`src/rtl/stopwatch_counter.sv`:
```
// Stopwatch time-keeping datapath: ms/sec/min/hr counters with per-field up/down strobes
// and combinational carryups. Define STOPWATCH_LAP_EN to add the lap capture registers.
module stopwatch_counter #(
  parameter int unsigned MS_MAX  = 999,
  parameter int unsigned SEC_MAX = 59,
  parameter int unsigned MIN_MAX = 59,
  parameter int unsigned HR_MAX  = 99
) (
  input  logic        i_clk,
  input  logic        i_rstn,
  input  logic        i_ms_up,
  input  logic        i_ms_down,
  input  logic        i_sec_up,
  input  logic        i_sec_down,
  input  logic        i_min_up,
  input  logic        i_min_down,
  input  logic        i_hr_up,
  input  logic        i_hr_down,
`ifdef STOPWATCH_LAP_EN
  input  logic        i_lap,
  output logic [9:0]  o_lap_ms,
  output logic [5:0]  o_lap_sec,
  output logic [5:0]  o_lap_min,
  output logic [6:0]  o_lap_hr,
`endif
  output logic [9:0]  o_ms,
  output logic [5:0]  o_sec,
  output logic [5:0]  o_min,
  output logic [6:0]  o_hr,
  output logic        o_ms_carryup,
  output logic        o_sec_carryup,
  output logic        o_min_carryup,
  output logic        o_hr_carryup
);

  localparam int unsigned MS_W  = 10;
  localparam int unsigned SEC_W = 6;
  localparam int unsigned MIN_W = 6;
  localparam int unsigned HR_W  = 7;
  localparam int unsigned CALC_W = 10;

  localparam logic [MS_W-1:0]  MS_MAX_V  = MS_W'(MS_MAX);
  localparam logic [SEC_W-1:0] SEC_MAX_V = SEC_W'(SEC_MAX);
  localparam logic [MIN_W-1:0] MIN_MAX_V = MIN_W'(MIN_MAX);
  localparam logic [HR_W-1:0]  HR_MAX_V  = HR_W'(HR_MAX);

  logic [MS_W-1:0]  ms_q,  ms_d;
  logic [SEC_W-1:0] sec_q, sec_d;
  logic [MIN_W-1:0] min_q, min_d;
  logic [HR_W-1:0]  hr_q,  hr_d;

  // Per-field {up,down} decode; out-of-range values wrap to 0 on increment.
  function automatic logic [CALC_W-1:0] next_val(input logic [CALC_W-1:0] cur,
                                                 input logic [CALC_W-1:0] max_v,
                                                 input logic up, input logic down);
    logic [CALC_W-1:0] nv;
    nv = cur;
    case ({up, down})
      2'b10:   nv = (cur >= max_v) ? '0 : cur + CALC_W'(1);
      2'b01:   nv = (cur == '0) ? max_v : cur - CALC_W'(1);
      2'b11:   nv = '0;
      default: nv = cur;
    endcase
    return nv;
  endfunction

  always_comb begin
    ms_d  = MS_W'(next_val(CALC_W'(ms_q), CALC_W'(MS_MAX_V), i_ms_up, i_ms_down));
    sec_d = SEC_W'(next_val(CALC_W'(sec_q), CALC_W'(SEC_MAX_V), i_sec_up, i_sec_down));
    min_d = MIN_W'(next_val(CALC_W'(min_q), CALC_W'(MIN_MAX_V), i_min_up, i_min_down));
    hr_d  = HR_W'(next_val(CALC_W'(hr_q), CALC_W'(HR_MAX_V), i_hr_up, i_hr_down));
  end

  always_ff @(posedge i_clk or negedge i_rstn) begin
    if (!i_rstn) begin
      ms_q  <= '0;
      sec_q <= '0;
      min_q <= '0;
      hr_q  <= '0;
    end else begin
      ms_q  <= ms_d;
      sec_q <= sec_d;
      min_q <= min_d;
      hr_q  <= hr_d;
    end
  end

  // Carryups depend only on own state and own strobes, so the external ripple chain has no loop.
  assign o_ms_carryup  = i_ms_up  & ~i_ms_down  & (ms_q  == MS_MAX_V);
  assign o_sec_carryup = i_sec_up & ~i_sec_down & (sec_q == SEC_MAX_V);
  assign o_min_carryup = i_min_up & ~i_min_down & (min_q == MIN_MAX_V);
  assign o_hr_carryup  = i_hr_up  & ~i_hr_down  & (hr_q  == HR_MAX_V);

  assign o_ms  = ms_q;
  assign o_sec = sec_q;
  assign o_min = min_q;
  assign o_hr  = hr_q;

`ifdef STOPWATCH_LAP_EN
  logic clear_all;
  assign clear_all = i_ms_up & i_ms_down & i_sec_up & i_sec_down &
                     i_min_up & i_min_down & i_hr_up & i_hr_down;

  // Lap snapshots pre-edge field values; a full clear wins over a lap request.
  always_ff @(posedge i_clk or negedge i_rstn) begin
    if (!i_rstn) begin
      o_lap_ms  <= '0;
      o_lap_sec <= '0;
      o_lap_min <= '0;
      o_lap_hr  <= '0;
    end else if (clear_all) begin
      o_lap_ms  <= '0;
      o_lap_sec <= '0;
      o_lap_min <= '0;
      o_lap_hr  <= '0;
    end else if (i_lap) begin
      o_lap_ms  <= ms_q;
      o_lap_sec <= sec_q;
      o_lap_min <= min_q;
      o_lap_hr  <= hr_q;
    end
  end
`endif

endmodule

```
`config.mk`:
```
export PLATFORM = sky130hd
export DESIGN_NAME = stopwatch_counter
export DESIGN_NICKNAME = d
export VERILOG_FILES = /design/src/rtl/stopwatch_counter.sv
export SDC_FILE = /design/constraint.sdc
export NUM_CORES = 1
export LEC_CHECK = 0
export CORE_UTILIZATION = 35
export DETAILED_ROUTE_END_ITERATION = 7
export GPL_TIMING_DRIVEN = 0
export PLACE_DENSITY = 0.56
export SKIP_LAST_GASP = 1
export SYNTH_ARGS = -nofsm -noshare
export SYNTH_HDL_FRONTEND = slang
export SYNTH_SLANG_ARGS = --single-unit
```
`constraint.sdc`:
```
create_clock -name i_clk -period 4.1 [get_ports i_clk]
set_input_delay 0.615 -clock i_clk [delete_from_list [all_inputs] [get_ports i_clk]]
set_output_delay 0.615 -clock i_clk [all_outputs]
set_load 0.01 [all_outputs]
```
==> impl_metrics.py, run 1 <==
metrics = {
    "outcome": {
        "status": "finished clean",
    },
    "placed_design": {
        "hpwlAfterDp_um": 4826,
        "io_buffers": 41,
        "place_congestion": 0.8650,
        "dp_cells": 450,
    },
    "final_layout": {
        "antenna_cells": 0,
        "multiInputGateArea_um2": 1629,
        "nets": 382,
        "nFillCells": 715,
        "syn_to_final_growth_pct": 24.74,
        "drive_gt1_share_pct": 9.392,
        "register_area_um2": 725.7,
        "final-instance-count-excl-fill": 458,
    },
    "floorplan": {
        "rows": 30,
        "core_um2": 6907,
        "pin_count": 43,
        "die_x_um": 87.08,
        "die_area_um2": 7583,
        "start_util_pct": 36.68,
        "die_h_um": 87.08,
    },
    "sta": {
        "skew_ns": 0.006265,
        "drv_slew": 0,
        "fin_crit_ns": 2.891,
        "grt_setup_unrepaired": "false",
        "fin_crit_sh_pct": 70.52,
        "max_freq_mhz": 345.8,
        "finalSetupViolations": 0,
        "hold_viol_final": 0,
        "tns_ns": 0,
        "worstMarginPinSlew_ns": 0.9200,
        "maxSlewHeadroom_pct": 37.81,
    },
    "grt": {
        "antenna_found_initial": 0,
        "grt_max_degree": 30,
        "grt_pass1_vias": 2375,
        "grt.overflow.total": 0,
        "gr-usage-all-layers_pct": 18.98,
        "grt_pass1_wl_um": 11290,
    },
    "yosys": {
        "synth.distinct_cells": 73,
        "ys_dominant_reg_cell": "dfrtp_1",
        "synthArstFlopShare_pct": 100.0,
        "synth_edf_count": 0,
        "synth-seq-cells": 29,
        "synth_warnings": 0,
        "avgSynthCellArea_um2": 8.095,
        "ys_seq_area_share_pct": 28.64,
        "synth_area_um2": 2534,
        "syn_inst": 313,
        "syn_nets": 334,
    },
    "route": {
        "first_iter_violations": 99,
        "drt_wl_total_um": 6874,
        "ant_nets": 0,
        "drc_errors": 0,
        "vias": 2624,
        "drt_pre_antenna_iters": 4,
        "via_per_inst": 5.729,
        "wl_per_cell_um": 15.01,
    },
    "critical_path": {
        "required_ns": 3.48,
        "crit_path_start_kind": "flip-flop",
        "endpoint_kind": "output pin",
        "cp_data_arrival_time_ns": 2.28,
        "path_max_fanout": 8,
        "crit_type": "reg2out",
    },
    "clocking": {
        "htree_levels": 2,
        "clk_latency_ns": 0.29,
        "ctsRootBufferMaster": "clkbuf_8",
        "cts_tree": "built",
        "cts_setup_buffers": 0,
        "cts_buffers": 5,
        "clk_pin_slew_worst_paths_ns": 0.07,
        "cts_buffer_depth": 2,
        "cts_resized": 0,
        "cts_hold_buf": 0,
        "cts.sinks": 29,
    },
    "pwr": {
        "power_per_cell_area_nw_per_um2": 608.3,
        "switching_share_pct": 44.64,
        "p_clk_share_pct": 14.3,
        "power_leakage_nw": 1.272,
        "pwr-share-seq_pct": 28.0,
        "combPwrFrac_pct": 57.7,
        "ir_drop_uv": 273.1,
        "intPower_w": 0.001064,
        "p_switching_w": 0.0008582,
    },
    "hold_path": {
        "min_path_type": "in2async",
    },
    "run": {
        "drv_cap": 0,
    },
}
==> through the flow <==
step	hold slack (ns)	worst slack [ns]	utilization [%]	total power, W	area (um2)
6_report	0.3679	1.209	45.76	0.001923	3161
3_5_place_dp	0.6228	1.214	44.29	0.001644	3059
2_1_floorplan	0.3194	2.065	-	0.001236	2534
3_3_place_gp	0.6293	1.205	44.37	0.001642	3064
4_1_cts	0.3953	1.199	45.76	0.001927	3161
5_1_grt	0.4325	1.025	45.76	0.002070	3161
==> routing by layer <==
metal	vias to the layer above	global-route usage (%)	wire, um
met1	1238	25.22	3216
met5	-	0	0
met3	9	3.412	399
li1	1282	-	-
met2	95	30.78	3166
met4	0	6.818	93
==> cells in the mapped netlist, types with 5 or more instances <==
cell type / n / area (um2)
dfrtp_1: 29 / 725.7
nand2_1: 24 / 90.09
nand3_1: 20 / 100.1
o21ai_0: 19 / 95.09
inv_1: 18 / 67.56
nor2_1: 17 / 63.81
a21oi_1: 16 / 80.08
clkbuf_1: 13 / 48.80
nor3_1: 12 / 60.06
ha_1: 11 / 137.6
buf_2: 8 / 40.04
a31oi_1: 6 / 37.54
o22a_1: 6 / 52.55
o22ai_1: 6 / 37.54
nand2b_1: 5 / 31.28
==> placed cells by master, fill, tap and decap left out, types with 9 or more instances in the layout <==
master	instances
a21oi_1	16
buf_2	9
nand2_1	24
ha_1	11
inv_1	18
dfrtp_1	29
nor2_1	17
o21ai_0	19
clkbuf_1	13
nand3_1	20
clkdlybuf4s50_1	40
nor3_1	12
==> power groups by stage <==
stage | clock network (W) | registers (W) | logic, W
after detailed placement | 0 | 0.000541 | 0.00110
final | 0.000275 | 0.000538 | 0.00111
after global placement | 0 | 0.000541 | 0.00110
after floorplan | 0 | 0.000556 | 0.000680
after CTS | 0.000283 | 0.000538 | 0.00111
after global routing | 0.000292 | 0.000557 | 0.00122
==> worst max-delay path, cell delays in order, from the launching register on <==
cell	delay (ns)
dfrtp_1	0.37
clkbuf_1	0.19
nor3_2	0.43
nand2_1	0.13
nor4_1	0.27
clkdlybuf4s50_1	0.59
==> registers in the layout, summed over array words and instances (netlist names) <==
register / cells
o_ms: 10
o_min: 6
o_hr: 7
o_sec: 6
==> path summary, 6_finish.rpt <==
kind	from	to	slack, ns	depth (start not counted)
min	i_rstn	o_hr[0]	0.37	1
min reg2reg	o_hr[3]	o_hr[3]	0.65	1
max reg2reg	o_ms[0]	o_ms[7]	2.03	5
max in group asynchronous	i_rstn	o_min[1]	3.27	1
min in group i_clk	o_hr[3]	o_hr[3]	0.65	1
max	o_hr[4]	o_hr_carryup	1.21	5
==> cell type report <==
cell class                      instances  area share, %
Tap cell                               96          3.800
Inverter                               18          2.138
Multi-Input combinational cell        242          51.54
Clock inverter                          1         0.1584
Sequential cell                        29          22.96
Buffer                                 24          3.523
Timing Repair Buffer                   41          12.83
Clock buffer                            7          3.048
==> cell families after synthesis <==
kind of cell	after synthesis	share of synthesized area, %
XOR/XNOR	8	2.765
AND/OR/NAND/NOR	116	25.33
multiplexers	1	0.4444
AO/OA/AOI/OAI	106	30.32
buffers and inverters	42	7.062
flip-flops	29	28.64
adder cells (fa/ha/maj)	11	5.432
Power figures use the tool's default switching activity.
==> run 2, diff against run 1 <==
- clock period: 4.1 -> 2.67 ns (I/O delays scaled with it)
==> impl_metrics.py, run 2 (synthesis gave the netlist of run 1 again) <==
metrics = {
    "clocking": {
        "cts_buffers": 5,
        "cts.sinks": 29,
        "clk_latency_ns": 0.29,
        "htree_levels": 2,
        "ctsRootBufferMaster": "clkbuf_8",
        "clk_pin_slew_worst_paths_ns": 0.07,
        "cts_tree": "built",
        "cts_buffer_depth": 2,
        "cts_hold_buf": 0,
    },
    "final_layout": {
        "final-instance-count-excl-fill": 461,
        "register_area_um2": 725.7,
        "antenna_cells": 0,
        "fin_util_pct": 46.30,
        "syn_to_final_growth_pct": 26.22,
        "largest_reg_flops": 10,
        "drive_gt1_share_pct": 10.68,
        "nets": 385,
        "final_common_cell": "clkdlybuf4s50_1",
        "multiInputGateArea_um2": 1644,
        "layout_common_cells": "clkdlybuf4s50_1, dfrtp_1, nand2_1",
        "nFillCells": 711,
    },
    "critical_path": {
        "r2r_slack_ns": 0.59,
        "ff2ff_path_depth": 5,
        "crit_path_start_kind": "flip-flop",
        "path_max_fanout": 8,
        "r2r-start": "o_ms[0]",
        "crit_type": "reg2out",
        "reg2reg_to": "o_ms[7]",
        "endpoint_kind": "output pin",
        "required_ns": 2.27,
        "cp_data_arrival_time_ns": 2.18,
    },
    "sta": {
        "layout_setup_ws_ns": 0.09388,
        "max_freq_mhz": 388.2,
        "finalSetupViolations": 0,
        "worstMarginPinSlew_ns": 0.9107,
        "drv_slew": 0,
        "hold_viol_final": 0,
        "fin_crit_ns": 2.576,
        "fin_crit_sh_pct": 96.48,
        "skew_ns": 0.005697,
        "grt_setup_unrepaired": "true",
        "maxSlewHeadroom_pct": 38.43,
    },
    "run": {
        "drv_cap": 0,
    },
    "route": {
        "ant_nets": 0,
        "via_per_inst": 5.744,
        "first_iter_violations": 110,
        "wl_per_cell_um": 14.97,
        "drt_wl_total_um": 6901,
        "vias": 2648,
        "drc_errors": 0,
        "drt_pre_antenna_iters": 4,
    },
    "pwr": {
        "pwr-share-seq_pct": 27.4,
        "intPower_w": 0.001675,
        "power_leakage_nw": 1.287,
        "switching_share_pct": 44.47,
        "p_clk_share_pct": 14.0,
        "power_w": 0.003017,
        "power_per_cell_area_nw_per_um2": 943.4,
        "combPwrFrac_pct": 58.5,
        "ir_drop_uv": 418.6,
        "p_switching_w": 0.001342,
    },
    "grt": {
        "gr-usage-all-layers_pct": 18.98,
        "antenna_found_initial": 0,
        "grt_pass1_wl_um": 11290,
        "grt_pass1_vias": 2375,
        "grt_max_degree": 30,
        "grt.overflow.total": 0,
    },
    "floorplan": {
        "die_h_um": 87.08,
        "die_area_um2": 7583,
        "rows": 30,
        "die_x_um": 87.08,
        "start_util_pct": 36.68,
        "pin_count": 43,
        "core_um2": 6907,
    },
    "placed_design": {
        "dp_cells": 450,
        "hpwlAfterDp_um": 4826,
        "io_buffers": 41,
        "place_congestion": 0.8650,
        "post-place-ws_ns": 0.2128,
    },
    "hold_path": {
        "min_path_type": "in2async",
    },
    "outcome": {
        "status": "finished clean",
    },
}
run 2: cell count changes in the layout (fill, tap and decap cells not counted):
cell and delta:
nor3_4 +1, nor3_2 -1, buf_4 +3, ha_2 +1
nor4_2 +1, ha_1 -1, nor4_1 -1
run 2: worst max-delay path by stage:
stage	endpoint	start	slack [ns]	depth (start not counted)
final	o_ms_carryup	o_ms[8]	0.09	4
after global routing	o_hr_carryup	o_hr[2]	-0.04	5
after global placement	o_sec_carryup	i_sec_up	0.20	4
after detailed placement	o_ms_carryup	i_ms_down	0.21	4
after floorplan	o_sec[2]	o_sec[0]	0.75	7
after CTS	o_hr_carryup	o_hr[4]	0.06	5
run 2: routing by layer:
metal | vias to the layer above | track usage, % | wire [um]
li1 | 1288 | - | -
met1 | 1266 | 25.22 | 3268
met2 | 83 | 30.78 | 3185
met3 | 11 | 3.412 | 341
met4 | 0 | 6.818 | 106
met5 | - | 0 | 0
run 2: power by group through the flow:
stage          clock network (W)  logic (W)  registers [W]
6_report                0.000423    0.00177       0.000828
5_1_grt                 0.000448    0.00194       0.000859
4_1_cts                 0.000434    0.00171       0.000829
3_5_place_dp                   0    0.00169       0.000831
3_3_place_gp                   0    0.00169       0.000830
2_1_floorplan                  0    0.00104       0.000854
run 2: timing repair:
action | 4_1_cts | 5_1_grt
endpoints found under the hold margin | 0 | 0
pin swaps | 0 | 1
gates resized for setup | 1 | 2
endpoints found under the setup margin | 1 | 2
gates cloned | 0 | 0
buffers inserted | 0 | 3
run 2: stage by stage:
step	cell area (um2)	setup TNS, ns	hold WS (ns)
floorplan	2534	0	0.1049
global placement	3064	0	0.6293
detailed placement	3059	0	0.4957
CTS	3167	0	0.1808
global route	3198	-0.04405	0.2180
finish	3198	0	0.1444
run 2: layout make-up:
| class | instances | area share (%) |
|---|---|---|
| Clock buffer | 7 | 3.013 |
| Tap cell | 96 | 3.756 |
| Inverter | 18 | 2.113 |
| Timing Repair Buffer | 44 | 13.38 |
| Multi-Input combinational cell | 242 | 51.41 |
| Buffer | 24 | 3.482 |
| Sequential cell | 29 | 22.69 |
| Clock inverter | 1 | 0.1565 |
run 2: worst max-delay path: stages (launching register included):
cell	delay, ns
dfrtp_1	0.55
and4_1	0.35
nand2_1	0.12
nor3_1	0.28
clkdlybuf4s50_1	0.59
==> run 3, diff against run 2 <==
- CORE_UTILIZATION: 35 -> 54
- GPL_ROUTABILITY_DRIVEN: not set -> 0
- PLACE_DENSITY: 0.56 -> 0.8
==> impl_metrics.py, run 3 (synthesis gave the netlist of run 1 again) <==
metrics = {
    "floorplan": {
        "die_h_um": 70.50,
        "die_x_um": 70.50,
        "start_util_pct": 57.01,
        "rows": 24,
        "pin_count": 43,
        "core_um2": 4444,
        "die_area_um2": 4970,
    },
    "grt": {
        "top_usage_layer": "met2",
        "grt_pass1_wl_um": 11450,
        "met3_usage_pct": 4.906,
        "gr-usage-all-layers_pct": 28.11,
        "grt_max_degree": 30,
        "grtUsageMet2_pct": 45.95,
        "grt.overflow.total": 0,
        "antenna_found_initial": 0,
        "grt_pass1_vias": 2486,
        "met1_usage_pct": 37.94,
    },
    "final_layout": {
        "register_area_um2": 725.7,
        "largest_reg_flops": 10,
        "multiInputGateArea_um2": 1635,
        "nets": 381,
        "layout_common_cells": "clkdlybuf4s50_1, dfrtp_1, nand2_1",
        "drive_gt1_share_pct": 9.141,
        "syn_to_final_growth_pct": 21.93,
        "final_common_cell": "clkdlybuf4s50_1",
        "nFillCells": 391,
        "antenna_cells": 0,
    },
    "route": {
        "via_per_inst": 6.506,
        "vias": 2687,
        "drc_errors": 12,
        "drt_pre_antenna_iters": 7,
        "wl_per_cell_um": 15.92,
        "drt_wl_total_um": 6575,
        "ant_nets": 0,
        "first_iter_violations": 269,
    },
    "pwr": {
        "power_per_cell_area_nw_per_um2": 939.6,
        "combPwrFrac_pct": 58.7,
        "p_switching_w": 0.001319,
        "intPower_w": 0.001584,
        "ir_drop_uv": 481.6,
        "p_clk_share_pct": 12.5,
        "power_leakage_nw": 1.263,
        "switching_share_pct": 45.44,
        "power_w": 0.002903,
        "pwr-share-seq_pct": 28.9,
    },
    "clocking": {
        "cts_resized": 0,
        "cts_hold_buf": 0,
        "clk_latency_ns": 0.29,
        "cts_buffers": 5,
        "cts_tree": "built",
        "htree_levels": 2,
        "ctsRootBufferMaster": "clkbuf_8",
        "cts.sinks": 29,
        "cts_setup_buffers": 0,
        "cts_buffer_depth": 2,
        "clk_pin_slew_worst_paths_ns": 0.07,
    },
    "critical_path": {
        "path_max_fanout": 8,
        "cp_data_arrival_time_ns": 2.11,
        "required_ns": 2.27,
        "crit_path_max_incr_delay_ns": 0.57,
        "r2r-start": "o_ms[5]",
        "r2r_slack_ns": 0.36,
        "crit_slowest_cell": "clkdlybuf4s50_1",
        "crit_type": "reg2out",
        "crit_path_start_kind": "flip-flop",
        "cp_top_family": "simple AND/OR/NAND/NOR gates",
        "reg2reg_to": "o_ms[9]",
        "ff2ff_path_depth": 5,
        "endpoint_kind": "output pin",
        "path_cells": "and4_1 > nand2_1 > nor3_1 > clkdlybuf4s50_1",
        "cp.buffers_inverters": 1,
    },
    "sta": {
        "grt_setup_unrepaired": "false",
        "fin_crit_sh_pct": 94.09,
        "skew_ns": 0.009555,
        "maxSlewHeadroom_pct": 29.68,
        "hold_viol_final": 0,
        "layout_setup_ws_ns": 0.1578,
        "finalSetupViolations": 0,
        "tns_ns": 0,
        "worstMarginPinSlew_ns": 1.040,
        "max_freq_mhz": 398.1,
        "drv_slew": 0,
        "fin_crit_ns": 2.512,
    },
    "placed_design": {
        "post-place-ws_ns": 0.2131,
        "io_buffers": 41,
        "hpwlAfterDp_um": 4531,
    },
    "hold_path": {
        "min_path_type": "in2async",
    },
    "outcome": {
        "violations": "DRC",
        "status": "complete, but fails checks",
    },
    "run": {
        "drv_cap": 0,
    },
}
==> run 3: final cells by class <==
cell class | count | area share [%]
Multi-Input combinational cell | 242 | 52.94
Sequential cell | 29 | 23.49
Timing Repair Buffer | 41 | 13.12
Buffer | 23 | 3.483
Clock buffer | 6 | 2.349
Inverter | 18 | 2.187
Tap cell | 52 | 2.106
Clock inverter | 2 | 0.3240
==> run 3: routing by layer <==
| layer | vias to the layer above | wire length (um) |
|---|---|---|
| li1 | 1292 | - |
| met1 | 1252 | 2851 |
| met2 | 135 | 3103 |
| met3 | 8 | 554 |
| met4 | 0 | 65 |
| met5 | - | 0 |
==> run 3: power groups by stage <==
| stage | Clock (W) | Combinational (W) | Sequential (W) |
|---|---|---|---|
| 2_1_floorplan | 0 | 0.00104 | 0.000854 |
| 3_3_place_gp | 0 | 0.00165 | 0.000818 |
| 3_5_place_dp | 0 | 0.00168 | 0.000819 |
| 4_1_cts | 0.000376 | 0.00169 | 0.000815 |
| 5_1_grt | 0.000394 | 0.00187 | 0.000871 |
| 6_report | 0.000362 | 0.00170 | 0.000838 |
==> run 3: worst max path at each step <==
stage                                to  slack [ns]       from  cells after the start
after global routing       o_ms_carryup        0.04    o_ms[8]                      4
after detailed placement  o_sec_carryup        0.21   i_sec_up                      4
after global placement     o_hr_carryup        0.25  i_hr_down                      4
final                      o_ms_carryup        0.16    o_ms[8]                      4
after CTS                  o_hr_carryup        0.04    o_hr[4]                      5
after floorplan                o_sec[2]        0.75   o_sec[0]                      7
==> run 3: metrics by stage <==
stage / hold slack, ns / instance area, um2 / std cells / util [%]
after floorplan: 0.1049 / 2534 / 313 / -
after global placement: 0.6166 / 3009 / 406 / 67.71
after detailed placement: 0.4923 / 3004 / 406 / 67.60
after CTS: 0.1817 / 3087 / 414 / 69.45
after global routing: 0.2152 / 3089 / 413 / 69.51
final: 0.1518 / 3089 / 413 / 69.51
